### src/rtl/tpu_pkg.sv
// Shared definitions for the systolic-array result path.
package tpu_pkg;

  localparam int ARRAY_DIM         = 2;
  localparam int DEFAULT_ACC_WIDTH = 32;

  // Result collector sequencing: arm on start, gather beats, hold for handshake.
  typedef enum logic [1:0] {
    IDLE    = 2'd0,
    COLLECT = 2'd1,
    DONE    = 2'd2
  } collector_state_e;

endpackage

### src/rtl/output_collector_column_capture.sv
// Per-column capture: stores up to ARRAY_DIM result beats in row order and
// reports when a beat has to be dropped because the column is already full.
module column_capture
  import tpu_pkg::*;
#(
  parameter int ACC_WIDTH = DEFAULT_ACC_WIDTH
) (
  input  logic                 clk,
  input  logic                 reset,
  input  logic                 clear,
  input  logic                 enable,
  input  logic                 acc_valid,
  input  logic [ACC_WIDTH-1:0] acc_in,
  output logic [ACC_WIDTH-1:0] row1_data,
  output logic [ACC_WIDTH-1:0] row2_data,
  output logic                 full_next,
  output logic                 drop
);

  localparam logic [1:0] ROWS = 2'(ARRAY_DIM);

  logic [1:0] row;
  logic       full;
  logic       store;

  // A beat is stored only while enabled and a row slot is still free.
  always_comb begin
    full      = (row == ROWS);
    store     = enable && acc_valid && !full;
    drop      = enable && acc_valid && full;
    // Full after this edge, counting a capture that happens on it.
    full_next = full || (store && (row == ROWS - 2'd1));
  end

  // Row counter and result registers; clear wipes the previous matrix.
  always_ff @(posedge clk or negedge reset) begin
    if (!reset) begin
      row       <= '0;
      row1_data <= '0;
      row2_data <= '0;
    end else if (clear) begin
      row       <= '0;
      row1_data <= '0;
      row2_data <= '0;
    end else if (store) begin
      if (row == 2'd0) row1_data <= acc_in;
      else             row2_data <= acc_in;
      row <= row + 2'd1;
    end
  end

endmodule

### src/rtl/output_collector.sv
// De-skews the bottom-row results of the 2x2 systolic array into an aligned
// matrix and offers it downstream with a valid/ready handshake.
//
// Handshake: result_valid rises when the matrix is complete (or timed out)
// and stays high with c11..c22 stable until an edge where result_ready is
// also high; that edge transfers the matrix and result_valid falls next
// cycle. result_ready has no effect while result_valid is low.
// TIMEOUT_CYCLES must lie in 4..255 so the 8-bit counter never wraps.
module output_collector
  import tpu_pkg::*;
#(
  parameter int ACC_WIDTH      = DEFAULT_ACC_WIDTH,
  parameter int TIMEOUT_CYCLES = 15
) (
  input  logic                 clk,
  input  logic                 reset,
  input  logic                 start,
  input  logic [ACC_WIDTH-1:0] acc_in1,
  input  logic                 acc_valid1,
  input  logic [ACC_WIDTH-1:0] acc_in2,
  input  logic                 acc_valid2,
  output logic [ACC_WIDTH-1:0] c11,
  output logic [ACC_WIDTH-1:0] c12,
  output logic [ACC_WIDTH-1:0] c21,
  output logic [ACC_WIDTH-1:0] c22,
  output logic                 result_valid,
  input  logic                 result_ready,
  output logic                 busy,
  output logic                 overflow,
  output logic                 timeout,
  output collector_state_e     state
);

  localparam logic [7:0] TIMEOUT_LAST = 8'(TIMEOUT_CYCLES - 1);

  collector_state_e state_q, state_d;
  logic [7:0]       tcnt;
  logic             start_accept;
  logic             collecting;
  logic             complete;
  logic             tmo_last;
  logic             full_next1, full_next2;
  logic             drop1, drop2;

  assign start_accept = (state_q == IDLE) && start;
  assign collecting   = (state_q == COLLECT);
  assign complete     = full_next1 && full_next2;
  assign tmo_last     = (tcnt == TIMEOUT_LAST);
  assign state        = state_q;

  column_capture #(.ACC_WIDTH(ACC_WIDTH)) u_col1 (
    .clk       (clk),
    .reset     (reset),
    .clear     (start_accept),
    .enable    (collecting),
    .acc_valid (acc_valid1),
    .acc_in    (acc_in1),
    .row1_data (c11),
    .row2_data (c21),
    .full_next (full_next1),
    .drop      (drop1)
  );

  column_capture #(.ACC_WIDTH(ACC_WIDTH)) u_col2 (
    .clk       (clk),
    .reset     (reset),
    .clear     (start_accept),
    .enable    (collecting),
    .acc_valid (acc_valid2),
    .acc_in    (acc_in2),
    .row1_data (c12),
    .row2_data (c22),
    .full_next (full_next2),
    .drop      (drop2)
  );

  // State register.
  always_ff @(posedge clk or negedge reset) begin
    if (!reset) state_q <= IDLE;
    else        state_q <= state_d;
  end

  // Next-state: completion or timeout ends collection; handshake returns to idle.
  always_comb begin
    state_d = state_q;
    case (state_q)
      IDLE:    if (start)                 state_d = COLLECT;
      COLLECT: if (complete || tmo_last)  state_d = DONE;
      DONE:    if (result_ready)          state_d = IDLE;
      default:                            state_d = IDLE;
    endcase
  end

  // Outputs decoded from the state register, so they change only on edges.
  always_comb begin
    result_valid = (state_q == DONE);
    busy         = (state_q != IDLE);
  end

  // Timeout counter and sticky flags, all cleared by an accepted start.
  always_ff @(posedge clk or negedge reset) begin
    if (!reset) begin
      tcnt     <= '0;
      overflow <= 1'b0;
      timeout  <= 1'b0;
    end else if (start_accept) begin
      tcnt     <= '0;
      overflow <= 1'b0;
      timeout  <= 1'b0;
    end else begin
      if (collecting && !tmo_last) tcnt <= tcnt + 8'd1;
      // Completion on the final timeout edge takes priority over timeout.
      if (collecting && tmo_last && !complete) timeout <= 1'b1;
      if ((collecting && (drop1 || drop2)) ||
          ((state_q == DONE) && (acc_valid1 || acc_valid2)))
        overflow <= 1'b1;
    end
  end

endmodule

### config.mk
export PLATFORM = sky130hd
export DESIGN_NAME = output_collector
export DESIGN_NICKNAME = d
export VERILOG_FILES = /design/src/rtl/tpu_pkg.sv /design/src/rtl/output_collector_column_capture.sv /design/src/rtl/output_collector.sv
export SDC_FILE = /design/constraint.sdc
export NUM_CORES = 1
export LEC_CHECK = 0
export BUFFER_PORTS_ARGS = -buffer_cell sky130_fd_sc_hd__buf_4
export CELL_PAD_IN_SITES_DETAIL_PLACEMENT = 1
export CELL_PAD_IN_SITES_GLOBAL_PLACEMENT = 2
export CORE_UTILIZATION = 33
export CTS_BUF_LIST = sky130_fd_sc_hd__clkbuf_2
export CTS_CLUSTER_SIZE = 12
export DETAILED_ROUTE_END_ITERATION = 12
export HOLD_SLACK_MARGIN = 0.08
export PLACE_DENSITY = 0.84
export SLEW_MARGIN = 0
export SYNTH_ARGS = -nofsm -noshare
export SYNTH_HDL_FRONTEND = slang
export SYNTH_SLANG_ARGS = --single-unit
### constraint.sdc
create_clock -name clk -period 2.8 [get_ports clk]
set_input_delay 0.14 -clock clk [delete_from_list [all_inputs] [get_ports clk]]
set_output_delay 0.14 -clock clk [all_outputs]
set_load 0.02 [all_outputs]
==> impl_metrics.csv, run 1 <==
group,metric,value,unit
global_routing,overflow,0,
clock_tree,path_clk_slew,220,ps
worst_setup_path,cpPeakStageDelay,570,ps
final_layout,multi_input_area,2301,um^2
logic_synthesis,synth_commonest_cells,"267 x nand2_1, 144 x dfrtp_1, 89 x a21oi_1, 41 x a21oi_2, 18 x clkbuf_1",
clock_tree,tritoncts,"done",
route,drtPass1Iterations,4,
worst_setup_path,rr_startpoint,"u_col1.row[0]",
route,num_vias,5632,
clock_tree,cts_buffers,17,
worst_setup_path,r2r-end,"u_col1.row2_data[17]",
outcome,status,"completed",
timing,fmax,0.3918,GHz
timing,period_minus_slack,2552,ps
final_layout,layout.nets,1003,
power_and_ir_drop,pwr-share-seq,34.9,%
timing,fin_worst_skew,27.71,ps
worst_setup_path,cp-start-kind,"flop",
clock_tree,clock-root-buffer,"clkbuf_2",
timing,maxSlewViolCount,0,
clock_tree,cts_max_path_buffers,2,
power_and_ir_drop,p_leak,4.358,nW
route,drc_errors,0,
logic_synthesis,yosysTopAreaCell,"dfrtp_1",
timing,setup_tns,0,ps
logic_synthesis,syn-instance-count,659,
logic_synthesis,ys_ff_latch,144,
worst_setup_path,cp_top_family,"buffers and inverters",
logic_synthesis,yosysTopAreaCellShare,57.95,%
die,fp.dieW,139.3,um
logic_synthesis,yosysMostFrequentCell,"nand2_1",
timing,tightest_slew,443.7,ps
final_layout,diodes,0,
logic_synthesis,syn_area_per_cell,9.436,um^2
power_and_ir_drop,vdd_drop_max,0.5033,mV
min_path,holdCritStartpoint,"acc_in1[29]",
global_routing,grt_pass1_vias,6165,
logic_synthesis,synth.yosys.seq_area_share,57.95,%
final_layout,regArea,3603,um^2
route,wirelength,20130,um
min_path,whs_path_depth,4,
placed_design,postPlaceCellArea,7876,um^2
final_layout,area_growth_syn_to_layout,44.65,%
timing,slew-limit-headroom,70.42,%
worst_setup_path,crit_fanout,28,
min_path,hold_path_class,"input port to flop",
worst_setup_path,crit_cells,9,
power_and_ir_drop,p_switching,4.229,mW
power_and_ir_drop,pwr-share-clk,15.4,%
final_layout,fin_util,49.40,%
route,wl_per_cell,17.26,um
logic_synthesis,synth_edf_count,0,
worst_setup_path,slowest_stage,"dlygate4sd3_1",
worst_setup_path,crit_type,"flop to flop",
die,die-area,19400,um^2
placed_design,dp_hpwl,13190,um
placed_design,port_buffers,203,
clock_tree,clock_latency,690,ps
logic_synthesis,syn_nets,737,
clock_tree,post_cts_buffers,0,
timing,hold_viol,0,
logic_synthesis,netlist_area,6218,um^2
logic_synthesis,ys.flop_type,"dfrtp_1",
timing,period_share,91.15,%
global_routing,grt_max_degree,77,
worst_setup_path,required,3450,ps
clock_tree,cts_sinks,144,
clock_tree,cts.htree.levels,4,
worst_setup_path,path_cells,"inv_1, ha_1, nor4bb_1, buf_4, and2b_1, buf_8, nand2_1, a21oi_2, dlygate4sd3_1",
route,routed_via_density,4.830,
final_layout,fin_cells,1166,
final_layout,final_layout_size_suffix_gt1_share,30.95,%
power_and_ir_drop,p_comb_share,49.8,%
worst_setup_path,crit_path_end_kind,"flop",
power_and_ir_drop,power.internal,5.648,mW
die,die_h,139.3,um
route,ant_nets,0,
placed_design,dp_cells,1057,
flow_run,cap_violations,0,
die,initial_utilization,34.15,%
logic_synthesis,synth.area.top_cells,"dfrtp_1 58%, nand2_1 16%, a21oi_1 7.2%",
worst_setup_path,path_buf_inv,4,
power_and_ir_drop,power.density,1098,nW/um^2
worst_setup_path,startpoint,"u_col1.row[0]",
placed_design,gp_congestion,0.7771,
min_path,holdPathEnd,"u_col1.row1_data[29]",
worst_setup_path,critPathArrivalTime,3200,ps
logic_synthesis,async_flop_share,100.0,%
die,coreArea,18210,um^2
worst_setup_path,r2r_cells,9,
logic_synthesis,yosysWarnings,0,
global_routing,grt_use_total,21.64,%
timing,hold_ws,230.3,ps
timing,rsz0062_at_grt,"false",
global_routing,antenna_found_initial,0,
global_routing,grt_pass1_wl,32840,um
die,io_pins,204,
logic_synthesis,ys_types,37,
route,initialDrtViolationCount,162,
worst_setup_path,ff2ff_setup_slack,250,ps
timing,setup_violations,0,
die,rows,49,
power_and_ir_drop,swShare,42.82,%
final_layout,final_cell_area,8995,um^2
final_layout,fill_cells,2101,
-- kinds of logic after synthesis --
logic type	count (synthesis)	share of synthesized area, %
mux	4	0.6439
fa+ha+maj	8	1.610
xor+xnor	5	0.7044
flops	144	57.95
buf+inv	54	5.090
compound gates	141	14.25
simple gates	303	19.76
-- what timing repair did --
| item | 4_1_cts | 5_1_grt |
|---|---|---|
| endpoints found under the hold margin | 286 | 0 |
| gates resized for setup | 0 | 2 |
| hold buffers | 78 | 0 |
| setup endpoints to repair | 0 | 2 |
-- per-stage QoR --
step	power [mW]	setup slack, ps
2_1_floorplan	6.295	1137
6_report	9.877	247.9
3_5_place_dp	8.287	666.8
3_3_place_gp	8.083	794.6
5_1_grt	10.57	24.72
4_1_cts	9.980	167.9
-- state kept, by name, summed over array words and instances, names as in the netlist --
register and cells:
tcnt 8, u_col1.row1_data 32, u_col2.row1_data 32, overflow 1
state 2, timeout 1, u_col1.row2_data 32, u_col1.row 2
u_col2.row2_data 32, u_col2.row 2
-- final cells by class --
type	count	area share (%)
flip-flops and latches	144	40.06
repair buffers	293	27.36
multi-input cells	461	25.58
well taps	229	3.185
clock inverters	11	2.365
clock buffers	20	1.113
inverters	8	0.3338
-- routing by layer --
metal / wire length (um) / track usage, %
met2: 9754 / 36.82
met4: 196 / 5.614
met3: 1459 / 7.811
met5: 0 / 0
met1: 8717 / 25.85
-- how the worst max path moves through the flow --
stage	endpoint	slack [ps]
floorplan	u_col1.row1_data[28]	1140
global placement	u_col1.row2_data[2]	790
detailed placement	u_col1.row2_data[16]	670
CTS	u_col1.row2_data[17]	170
global route	u_col1.row2_data[17]	20
finish	u_col1.row2_data[17]	250
-- tightest hold or removal path: cells and delay by family --
family          cells  cell delay [ps]
simple gates        1               60
compound gates      1               40
buf+inv             2              680
-- power by group through the flow --
stage | combinational, mW | clock, mW | sequential (mW)
CTS | 4.95 | 1.58 | 3.45
global placement | 4.64 | 0 | 3.44
finish | 4.92 | 1.52 | 3.44
global route | 5.35 | 1.66 | 3.55
detailed placement | 4.81 | 0 | 3.48
floorplan | 2.00 | 0 | 4.30
-- cells in the final DEF, fill, tap and decap left out, types with 2 or more instances in the layout --
| master | count |
|---|---|
| nand2_1 | 267 |
| buf_4 | 210 |
| dfrtp_1 | 144 |
| a21oi_1 | 89 |
| dlygate4sd3_1 | 77 |
| a21oi_2 | 41 |
| clkbuf_2 | 20 |
| nor2_1 | 10 |
| inv_1 | 8 |
| ha_1 | 8 |
| bufinv_16 | 6 |
| o21ai_0 | 5 |
| mux2i_1 | 4 |
| and4b_1 | 3 |
| xor2_1 | 3 |
| nand3_1 | 3 |
| buf_12 | 3 |
| nor4bb_1 | 2 |
| and2b_1 | 2 |
| nand2b_1 | 2 |
| and2_4 | 2 |
| nand4_1 | 2 |
| nor2b_1 | 2 |
| xnor2_1 | 2 |
| and2_1 | 2 |
| clkinv_1 | 2 |
| clkinv_4 | 2 |
(Power assumes the default switching activity.)
==> run 2, diff against run 1 <==
CELL_PAD_IN_SITES_DETAIL_PLACEMENT = not set   (was 1)
CELL_PAD_IN_SITES_GLOBAL_PLACEMENT = not set   (was 2)
CORE_MARGIN = 2   (was not set)
CORE_UTILIZATION = 40   (was 33)
PLACE_DENSITY = 0.63   (was 0.84)
==> run 2 against run 1 <==
Compared with the run above:
- combinational power shrank 2%
- clock power shrank 8%
- critical endpoint is now u_col1.row2_data[10]
- power shrank 2.3%
- design area shrank 0.38%
- setup slack gained 7.9 ps
- sequential power is essentially flat
- critical path depth is the same
- fmax grew 0.31%
- core utilization grew 9.5 points
- routed wire length shrank 14%
- global-route usage shrank 0.52 points
- final cell count shrank 3.0%
==> impl_metrics.csv, run 2 (synthesis gave the netlist of run 1 again) <==
group,metric,value,unit
worst_setup_path,crit_path_end_kind,"flop",
worst_setup_path,crit_type,"flop to flop",
global_routing,grt_pass1_vias,5613,
placed_design,gp_congestion,0.7513,
final_layout,area_growth_syn_to_layout,44.10,%
die,initial_utilization,40.91,%
min_path,holdPathEnd,"u_col1.row1_data[19]",
timing,period_share,90.86,%
worst_setup_path,r2r_cells,9,
worst_setup_path,cp-start-kind,"flop",
route,wirelength,17220,um
die,coreArea,15200,um^2
outcome,status,"completed",
flow_run,cap_violations,0,
global_routing,overflow,0,
min_path,holdCritStartpoint,"acc_in1[19]",
min_path,whs_path_depth,4,
die,io_pins,204,
final_layout,final_common_cell,"nand2_1",
die,fp.dieW,128.7,um
route,ant_nets,0,
worst_setup_path,ff2ff_setup_slack,260,ps
clock_tree,path_clk_slew,210,ps
clock_tree,cts.htree.levels,4,
global_routing,grt_use_total,21.12,%
clock_tree,tritoncts,"done",
die,rows,45,
route,initialDrtViolationCount,330,
clock_tree,cts_sinks,144,
power_and_ir_drop,vdd_drop_max,0.5567,mV
route,routed_via_density,4.937,
worst_setup_path,rr_startpoint,"u_col1.row[0]",
clock_tree,cts_max_path_buffers,2,
final_layout,final_cell_area,8961,um^2
clock_tree,clock_latency,690,ps
placed_design,port_buffers,203,
timing,tightest_slew,448.6,ps
final_layout,final_cell_mix,"267 x nand2_1, 212 x buf_4, 144 x dfrtp_1",
timing,maxSlewViolCount,0,
global_routing,antenna_found_initial,0,
power_and_ir_drop,power.density,1077,nW/um^2
final_layout,diodes,0,
route,drc_errors,0,
final_layout,layout.nets,1008,
route,wl_per_cell,15.22,um
worst_setup_path,crit_fanout,22,
timing,rsz0062_at_grt,"false",
placed_design,postPlaceCellArea,7833,um^2
timing,period_minus_slack,2544,ps
power_and_ir_drop,p_leak,4.374,nW
worst_setup_path,required,3410,ps
placed_design,dp_hpwl,11110,um
power_and_ir_drop,swShare,42.10,%
clock_tree,cts_resized,0,
clock_tree,clock-root-buffer,"clkbuf_2",
power_and_ir_drop,p_comb_share,50.0,%
min_path,hold_path_class,"input port to flop",
timing,hold_viol,0,
power_and_ir_drop,pwr-share-seq,35.4,%
die,die_h,128.7,um
timing,setup_violations,0,
global_routing,grt_pass1_wl,27580,um
global_routing,grt_max_degree,80,
power_and_ir_drop,pwr-share-clk,14.6,%
timing,setup_tns,0,ps
timing,slew-limit-headroom,70.09,%
timing,fin_worst_skew,29.14,ps
route,drtPass1Iterations,4,
power_and_ir_drop,p_switching,4.063,mW
power_and_ir_drop,power.internal,5.588,mW
final_layout,final_layout_size_suffix_gt1_share,30.86,%
worst_setup_path,critPathArrivalTime,3150,ps
worst_setup_path,r2r-end,"u_col1.row2_data[10]",
die,die-area,16560,um^2
clock_tree,post_cts_buffers,0,
clock_tree,cts_buffers,17,
timing,fmax,0.3931,GHz
route,num_vias,5584,
-- run 2: changes by cell type in the layout (fill, tap and decap cells not counted), sizes merged --
cell	before	now
bufinv	6	5
clkinv	4	5
dlygate4sd3	77	81
buf	216	217
clkinvlp	1	2
-- run 2: cell type report --
type                       instances  area (um^2)
timing repair buffer             298         2501
clock inverter                    12        190.2
fill                            1343         6241
multi-input combinational        461         2301
inverter                           8        30.03
sequential                       144         3603
clock buffer                      20        100.1
tap                              188        235.2
-- run 2: critical path: stages (launching register included) --
cell,delay [ps]
dfrtp_1,420
inv_1,70
ha_1,220
nor4bb_1,280
buf_4,200
nand2b_1,250
buf_4,320
nand2_1,110
a21oi_2,50
dlygate4sd3_1,560
-- run 2: what timing repair did --
item                                   4_1_cts  5_1_grt
setup endpoints to repair                    0        0
hold buffers                                82        0
endpoints found under the hold margin      287        0
-- run 2: per-stage QoR --
step / utilization (%) / worst slack (ps) / std cells / power [mW] / hold WS [ps]
CTS: 58.95 / 244.7 / 1131 / 9.734 / 137.7
detailed placement: 51.52 / 780.3 / 1017 / 8.138 / 220.5
global placement: 51.52 / 823.8 / 1017 / 8.017 / 204.6
finish: 58.95 / 255.8 / 1131 / 9.650 / 228.1
floorplan: - / 1137 / 659 / 6.295 / -155.6
global route: 58.95 / 17.20 / 1131 / 10.34 / 136.1
-- run 2: routing by layer --
metal / part of all wire [%] / up-vias / wire (um) / GRT usage, %
li1: - / 2679 / - / -
met1: 44 / 2690 / 7532 / 26.24
met2: 47 / 200 / 8144 / 35.14
met3: 7.9 / 15 / 1358 / 6.985
met4: 1.0 / 0 / 180 / 6.586
met5: 0 / - / 0 / 0
-- run 2: power by group through the flow --
stage	combinational (mW)	clock [mW]	sequential, mW
6_report	4.83	1.40	3.42
2_1_floorplan	2.00	0	4.30
3_3_place_gp	4.58	0	3.44
4_1_cts	4.86	1.45	3.42
5_1_grt	5.27	1.54	3.53
3_5_place_dp	4.68	0	3.46
-- run 2: how the worst max path moves through the flow --
stage | to | cells past startpoint | start
2_1_floorplan | u_col1.row1_data[28] | 7 | state[1]
3_3_place_gp | u_col2.row2_data[14] | 8 | u_col2.row[0]
3_5_place_dp | u_col1.row2_data[3] | 8 | u_col1.row[0]
4_1_cts | u_col1.row2_data[10] | 9 | u_col1.row[0]
5_1_grt | u_col2.row1_data[25] | 9 | u_col2.row[0]
6_report | u_col1.row2_data[10] | 9 | u_col1.row[0]
